## config.mk

```make
export PLATFORM = sky130hd
export DESIGN_NAME = fifo_axis_master
export DESIGN_NICKNAME = d
export VERILOG_FILES = /design/src/rtl/fifo_axis_master.sv
export SDC_FILE = /design/constraint.sdc
export NUM_CORES = 1
export LEC_CHECK = 0
export CORE_MARGIN = 1
export CORE_UTILIZATION = 46
export DETAILED_ROUTE_END_ITERATION = 10
export GPL_TIMING_DRIVEN = 0
export MAX_ROUTING_LAYER = met4
export PLACE_DENSITY = 0.73
export SLEW_MARGIN = 20
export SYNTH_ARGS = -nofsm -noshare
export SYNTH_HDL_FRONTEND = slang
export SYNTH_SLANG_ARGS = --single-unit
```

## constraint.sdc

```tcl
create_clock -name clk -period 3.75 [get_ports clk]
set_clock_uncertainty 0.05 [all_clocks]
set_input_delay 1.125 -clock clk [delete_from_list [all_inputs] [get_ports clk]]
set_output_delay 1.125 -clock clk [all_outputs]
set_load 0.1 [all_outputs]
```

## src/rtl/fifo_axis_master.sv

```systemverilog
// fifo_axis_master: drains a registered-read FIFO into an AXI4-Stream master with tlast framing.
// A 2-entry skid buffer absorbs the one-cycle FIFO read latency so backpressure never drops a word.
module fifo_axis_master #(
  parameter int DATA_WIDTH = 32,
  parameter int PKT_LEN    = 256,
  parameter int CNT_WIDTH  = 16
) (
  input  logic                  clk,
  input  logic                  rst,
  input  logic                  en,
  input  logic [DATA_WIDTH-1:0] fifo_dout,
  input  logic                  fifo_empty,
  output logic                  fifo_rd_en,
  output logic [DATA_WIDTH-1:0] m_axis_tdata,
  output logic                  m_axis_tvalid,
  input  logic                  m_axis_tready,
  output logic                  m_axis_tlast,
  output logic [CNT_WIDTH-1:0]  pkt_count
);
  localparam int BW = $clog2(PKT_LEN) + 1;
  logic [DATA_WIDTH-1:0] buf_q [2];
  logic [1:0]            occ_q, occ_d;
  logic                  inflight_q, head_q, tail_q, hs;
  logic [BW-1:0]         beat_q, beat_d;
  logic [CNT_WIDTH-1:0]  pkt_q;
  assign m_axis_tvalid = occ_q != 2'd0;
  assign m_axis_tdata  = buf_q[head_q];
  assign m_axis_tlast  = m_axis_tvalid & (beat_q == BW'(PKT_LEN - 1));
  assign pkt_count     = pkt_q;
  assign hs            = m_axis_tvalid & m_axis_tready;
  // Count the in-flight word as already occupying a slot; a handshake frees one this cycle.
  assign fifo_rd_en = !rst & en & !fifo_empty & ((({1'b0, occ_q} + {2'b0, inflight_q}) < 3'd2) | hs);
  always_comb begin
    occ_d  = occ_q + {1'b0, inflight_q} - {1'b0, hs};
    beat_d = hs ? (m_axis_tlast ? '0 : beat_q + 1'b1) : beat_q;
  end
  always_ff @(posedge clk) begin
    if (rst) begin
      occ_q      <= '0;
      inflight_q <= 1'b0;
      head_q     <= 1'b0;
      tail_q     <= 1'b0;
      beat_q     <= '0;
      pkt_q      <= '0;
      buf_q[0]   <= '0;
      buf_q[1]   <= '0;
    end else begin
      occ_q      <= occ_d;
      inflight_q <= fifo_rd_en;
      beat_q     <= beat_d;
      if (inflight_q) begin
        buf_q[tail_q] <= fifo_dout;
        tail_q        <= !tail_q;
      end
      if (hs) head_q <= !head_q;
      if (hs & m_axis_tlast) pkt_q <= pkt_q + 1'b1;
    end
  end
  occ_bound: assert property (@(posedge clk) disable iff (rst)
    ({1'b0, occ_q} + {2'b0, inflight_q}) <= 3'd2);
endmodule
```

== Word level (Yosys, flattened, before mapping) ==
Memories as Yosys holds them, arrays and structs flattened. A register that Yosys moved wholly into a read port is not among the register bits.
Cells that the tools add are included.
Cells by class
  $add $sub $neg: 5
  $lt $le $gt $ge: 1
  eq/ne operators: 1
  muxes and demuxes: 11
  bitwise gates (word level): 7
  reductions and logical operators: 6
Operator list (count)
  $mux 32: 1
  $reduce_or 32->1: 1
  $add 16x1->16 const B: 1
  $add 9x1->9 const B: 1
  $eq 9x8->1 const B: 1
  $mux 1: 9
  $mux 9: 1
  $and 1x1->1: 6
  $logic_not 1->1: 4
  $add 2x1->3: 1
  $lt 3x2->1 const B: 1
  $add 2x1->2: 1
  $reduce_bool 2->1: 1
  $sub 2x1->2: 1
  $or 1x1->1: 1
Storage, ports and cells
  bits in registers: 30
  RAM bits: 64
  input port bits: 37
  output and inout bits: 51
  memories: 1
Memory list
  buf_q: depth 2, bits a word 32, read ports 1, clocked after Yosys merged registers in 1, write ports 2, line 21  | logic [DATA_WIDTH-1:0] buf_q [2];

== Longest topological paths before layout ==
Gate-level depths: netlist of run 1.
  depth in word-level cells: 5
  depth in mapped cells: 8
  gate-level depth less buffers: 6

== Worst setup path after synthesis of run 1 ==
No wires, ideal clock.
  kind: input to output
  start point: in rst
  end point: out fifo_rd_en
  arrival: 4.696 ns
  required time: 2.575 ns
  path slack: -2.121 ns
  stages: 3
  path through: clkbuf_1 > buf_1 > nor4b_1
Between the ends
  word-level cells in the longest chain between the ends: 4
Ends and longest elaborated chain
  from (decl): line 9  | input logic rst,
  $logic_not 1->1: line 32  | assign fifo_rd_en = !rst & en & !fifo_empty & ((({1'b0, occ_q} + {2'b0, inflight_q}) < 3'd2) | hs);
  $and 1x1->1 (3 in series): line 32
  to (decl): line 13  | output logic fifo_rd_en,
Every way passes these cells.

== Worst setup path after layout of run 1 ==
Same ends and word-level chain as after synthesis.

==> flow_metrics.py, run 1 <==
metrics = {
    "run_status": {
        "outcome": "complete, no violations",
    },
    "setup_path": {
        "cp_slowest_stage_delay_ps": 420,
        "cp-start-kind": "input pin",
        "crit_slowest_cell": "clkdlybuf4s50_1",
        "cp_common_cell": "buf_6",
        "critPathCaptureType": "output port",
        "worstPathMaxFanout": 10,
        "path_buf_inv": 4,
        "crit_arrival_ps": 2480,
        "crit_type": "in -> out",
        "crit_family": "buffers and inverters",
        "critical_path_required_ps": 2570,
        "crit_chain": "clkdlybuf4s50_1 > clkbuf_2 > buf_6 > nor4b_4 > buf_6",
    },
    "clocking": {
        "numCtsBuffers": 9,
        "cts_max_level": 3,
        "clk_path_buf_depth": 2,
        "clock_latency_ps": 350,
        "cts_root_buffer": "clkbuf_8",
        "cts.sinks": 95,
        "path_clk_slew_ps": 80,
        "cts_tree": "done",
    },
    "detailed_routing": {
        "wire_per_inst_um": 15.40,
        "drc": 0,
        "viasPerCell": 5.349,
        "drtAntennaViolNets": 0,
        "first_pass_iters": 4,
        "drt_iter0_markers": 90,
        "drt_wl_total_mm": 8.515,
        "vias": 2958,
    },
    "layout": {
        "layout.nets": 480,
        "syn_to_final_growth_pct": 26.62,
        "diodes": 0,
        "fillers": 715,
        "drive_gt1_frac": 0.2045,
    },
    "synthesis": {
        "ys_ff_latch": 95,
        "synth_top_area_frac": 0.4578,
        "synth_nets": 382,
        "avgSynthCellArea_um2": 12.27,
        "synthTopCellsByCount": "and2_1 (64), edfxtp_1 (64), mux2_2 (34)",
        "synth_flop_cell": "edfxtp_1",
        "synthArstFlopShare": 0,
        "synth-edff-count": 64,
        "synth_area_leader_cell": "edfxtp_1",
        "yosys-top-cells-area": "edfxtp_1 (46%), dfxtp_1 (15%), and2_1 (9.5%)",
        "syn_inst": 342,
        "seq_area_frac_synth": 0.6057,
        "netlist_area_mm2": 0.004198,
        "yosysWarnings": 0,
        "synth_cell_types": 36,
    },
    "die": {
        "start_util": 0.4790,
        "die_area_mm2": 0.009512,
        "core-area_mm2": 0.008763,
        "fp-row-count": 34,
        "die_w_um": 97.53,
        "die_h_um": 97.53,
        "boundaryPins": 88,
    },
    "sta": {
        "tightest_slew_ps": 997.9,
        "period_needed_ps": 3653,
        "max_freq_mhz": 273.8,
        "timing.hold.ws_ps": 425.3,
        "rsz0062_at_grt": "false",
        "relSlewSlack": 0.3327,
        "final_hold_viol_count": 0,
        "maxSlewViolCount": 0,
        "setup_viol_count_final": 0,
        "period_share": 0.9741,
        "fin_tns_setup_ps": 0,
    },
    "global_routing": {
        "grt_start_max_net_pins": 33,
        "antenna_found_initial": 0,
        "grt_usage": 0.1907,
        "grt_overflow": 0,
        "grt_pass1_vias": 2940,
        "grt_first_pass_wirelength_mm": 13.88,
    },
    "power": {
        "p_leak_nw": 1.955,
        "ir_drop_mv": 0.4740,
        "power_density_mw_per_mm2": 595.3,
        "p_total_mw": 3.164,
    },
    "hold_path": {
        "hold_class": "reg -> reg",
    },
    "flow_run": {
        "drv_cap": 0,
    },
    "placement": {
        "gp_congestion": 0.8030,
        "dpl.hpwl_mm": 5.748,
        "io_buffers": 87,
    },
}
## state kept, by name, indices dropped and copies added, names as in the netlist, named ones only
name        count
tail_q          1
head_q          1
inflight_q      1
beat_q          9
occ_q           2
pkt_count      16
buf_q          64
## metal layers
metal,vias to the layer above,share of wire,track usage
li1,1424,-,-
met1,1442,0.45,0.2351
met2,79,0.49,0.3082
met3,13,0.048,0.04245
met4,0,0.016,0.07014
met5,-,0,-
## cell usage in the layout, fill, tap and decap left out, drive strengths merged, types with 8 or more instances in the layout
cell	count
clkdlybuf4s50	55
or4	10
and2	64
clkbuf	46
nor2	11
dfxtp	31
a21oi	17
clkdlybuf4s15	8
o31ai	9
mux2	34
edfxtp	64
nand2	13
buf	9
## worst register-to-register path, delay by kind of cell, from the launching register on
kind	cells	cell delay, ps
fa+ha+maj	1	180
buf+inv	1	230
flops	1	390
mux	1	380
simple gates	3	1110
## path summary, 6_finish.rpt
path | from | slack (ps) | end | depth (start not counted)
setup / recovery | rst | 100 | fifo_rd_en | 5
hold / removal | beat_q[8] | 430 | beat_q[8] | 1
setup reg to reg | beat_q[0] | 1310 | pkt_count[15] | 6
hold reg to reg | beat_q[8] | 430 | beat_q[8] | 1
## stage by stage
step / instances / util / setup WS (ps) / cell area (um2)
after floorplan: 342 / - / 20.27 / 4220
after global placement: 537 / 0.5964 / -886.6 / 5226
after detailed placement: 537 / 0.5965 / -881.9 / 5228
after CTS: 553 / 0.6162 / 4.317 / 5400
after global routing: 553 / 0.6065 / 8.049 / 5315
final: 553 / 0.6065 / 97.10 / 5315
## repair_timing
item | 4_1_cts | 5_1_grt
gates resized for setup | 54 | 48
hold buffers | 0 | 0
setup buffers | 0 | 0
hold endpoints to repair | 0 | 0
endpoints found under the setup margin | 32 | 24
gates cloned | 0 | 0
## cell families (layout without fill, tap and decap cells)
group / count (synthesis) / count (layout) / synth area share
buffers and inverters: 26 / 129 / 0.02414
adder cells (fa/ha/maj): 3 / 3 / 0.008943
AND/OR/NAND/NOR: 138 / 138 / 0.1967
flip-flops: 95 / 95 / 0.6057
multiplexers: 34 / 34 / 0.09121
AO/OA/AOI/OAI: 35 / 35 / 0.05037
XOR/XNOR: 11 / 11 / 0.02295
## power breakdown
group          internal (mW)  switching, mW  total, mW
logic                  0.300          0.991       1.29
clock network          0.309          0.350      0.659
registers               1.18         0.0301       1.21
total                   1.79           1.37       3.16
## cell type report
cell class / count / area (um2) / share of cell area
timing repair buffer: 87 / 767.0 / 0.1443
inverter: 6 / 22.52 / 0.004237
tap: 108 / 135.1 / 0.02542
buffer: 20 / 87.58 / 0.01648
clock buffer: 11 / 131.4 / 0.02472
multi-input combinational: 221 / 1570 / 0.2954
clock inverter: 5 / 58.81 / 0.01106
sequential: 95 / 2542 / 0.4783
(Power assumes the default switching activity.)
==> inputs of run 2 (changes only) <==
--- a/config.mk
+++ b/config.mk
@@ -5,8 +5,10 @@
 export SDC_FILE = /design/constraint.sdc
 export NUM_CORES = 1
 export LEC_CHECK = 0
+export CAP_MARGIN = 20
 export CORE_MARGIN = 1
 export CORE_UTILIZATION = 46
+export CTS_BUF_LIST = sky130_fd_sc_hd__clkbuf_8
 export DETAILED_ROUTE_END_ITERATION = 10
 export GPL_TIMING_DRIVEN = 0
 export MAX_ROUTING_LAYER = met4
==> run 2 against run 1 <==
  * Final cell count is the same
  * Sequential power is essentially flat
  * Non-clock buffer count is the same
  * Clock power shrank 0.9%
  * Critical path depth is the same
  * Utilization is the same
  * Wire length shrank 0.12%
  * Register-to-register slack is essentially flat
  * Global-route usage is the same
  * Fmax is essentially flat
  * Hold slack is essentially flat
  * Clock-buffer cell count shrank 2
  * Highest routed layer unchanged
==> flow_metrics.py, run 2 (synthesis results as in run 1) <==
metrics = {
    "sta": {
        "period_needed_ps": 3653,
        "fin_tns_setup_ps": 0,
        "timing.hold.ws_ps": 425.2,
        "max_freq_mhz": 273.7,
        "maxSlewViolCount": 0,
        "tightest_slew_ps": 997.9,
        "rsz0062_at_grt": "false",
        "period_share": 0.9742,
        "setup_viol_count_final": 0,
        "setup_ws_ps": 96.56,
        "relSlewSlack": 0.3327,
        "final_hold_viol_count": 0,
    },
    "detailed_routing": {
        "first_pass_iters": 4,
        "vias": 2955,
        "viasPerCell": 5.344,
        "drtAntennaViolNets": 0,
        "drt_wl_total_mm": 8.505,
        "drc": 0,
        "drt_iter0_markers": 94,
        "wire_per_inst_um": 15.38,
    },
    "layout": {
        "layout.nets": 480,
        "final_area_mm2": 0.005315,
        "final_cell_mix": "and2_1 (64), edfxtp_1 (64), clkdlybuf4s50_1 (55)",
        "top_register": "buf_q",
        "syn_to_final_growth_pct": 26.62,
        "drive_gt1_frac": 0.2045,
        "diodes": 0,
        "largest_reg_flops": 64,
    },
    "setup_path": {
        "critPathCaptureType": "output port",
        "cp-start-kind": "input pin",
        "r2r-end": "pkt_count[15]",
        "crit_arrival_ps": 2480,
        "r2r_start": "beat_q[0]",
        "critical_path_required_ps": 2570,
        "crit_type": "in -> out",
        "regToRegSetupSlack_ps": 1310,
        "worstRegToRegCells": 6,
        "worstPathMaxFanout": 10,
    },
    "flow_run": {
        "drv_cap": 0,
    },
    "global_routing": {
        "grt_first_pass_wirelength_mm": 13.88,
        "grt_pass1_vias": 2940,
        "grt_usage": 0.1907,
        "antenna_found_initial": 0,
        "grt_start_max_net_pins": 33,
        "grt_overflow": 0,
    },
    "clocking": {
        "cts_tree": "done",
        "holdBufCountCts": 0,
        "path_clk_slew_ps": 80,
        "cts.sinks": 95,
        "cts_setup_buffers": 0,
        "numCtsBuffers": 9,
        "cts_root_buffer": "clkbuf_8",
        "cts_max_level": 3,
        "clk_path_buf_depth": 2,
        "clock_latency_ps": 350,
    },
    "power": {
        "p_leak_nw": 1.964,
        "ir_drop_mv": 0.4738,
        "power_density_mw_per_mm2": 594.1,
    },
    "hold_path": {
        "hold_end": "beat_q[8]",
        "hold_class": "reg -> reg",
        "min_from": "beat_q[8]",
        "hold_path_depth": 1,
    },
    "die": {
        "fp-row-count": 34,
        "boundaryPins": 88,
        "die_h_um": 97.53,
        "die_area_mm2": 0.009512,
        "core-area_mm2": 0.008763,
        "start_util": 0.4790,
        "die_w_um": 97.53,
    },
    "run_status": {
        "outcome": "complete, no violations",
    },
    "placement": {
        "dpl.hpwl_mm": 5.748,
        "gp_congestion": 0.8030,
        "io_buffers": 87,
        "place_area_mm2": 0.005228,
        "pre_cts_slack_ps": -881.9,
    },
}
==> run 2: changes by cell type in the layout (fill, tap and decap cells not counted), sizes merged <==
cell    change
clkbuf      -2
inv         +2
==> run 2: worst max-delay path by stage <==
stage                         start               end
final                           rst        fifo_rd_en
after global routing      beat_q[0]      m_axis_tlast
after CTS                      flop  m_axis_tdata[23]
after detailed placement        rst        fifo_rd_en
after global placement          rst        fifo_rd_en
after floorplan                 rst        fifo_rd_en
==> run 2: power breakdown <==
group	switching (mW)	internal, mW
Sequential	0.0301	1.18
Combinational	0.991	0.300
Clock	0.349	0.304
==> run 2: what timing repair did <==
| action | in CTS | in global routing |
|---|---|---|
| resized for setup | 54 | 48 |
| pin swaps | 0 | 0 |
| endpoints found under the setup margin | 32 | 24 |
| hold endpoints to repair | 0 | 0 |
==> run 2: cell type report <==
class                           instances  area (um2)
Timing Repair Buffer                   87       767.0
Multi-Input combinational cell        221        1570
Clock inverter                          7       66.31
Fill cell                             715        3448
Clock buffer                            9       123.9
Sequential cell                        95        2542
Inverter                                6       22.52
Tap cell                              108       135.1
Buffer                                 20       87.58
==> run 2: metrics by stage <==
step / instances / power, mW / util
final: 553 / 3.158 / 0.6065
after detailed placement: 537 / 2.602 / 0.5965
after global routing: 553 / 3.270 / 0.6065
after floorplan: 342 / 2.299 / -
after global placement: 537 / 2.592 / 0.5964
after CTS: 553 / 3.196 / 0.6162
==> run 2: critical path, stage by stage <==
cell and delay [ps]:
clkdlybuf4s50_1 420, clkbuf_2 220, buf_6 190, nor4b_4 260, buf_6 260
==> run 2: layer usage <==
metal  track usage  share of wire
met1        0.2351           0.45
met2        0.3082           0.48
met3       0.04245          0.049
met4       0.07014          0.016
met5             -              0
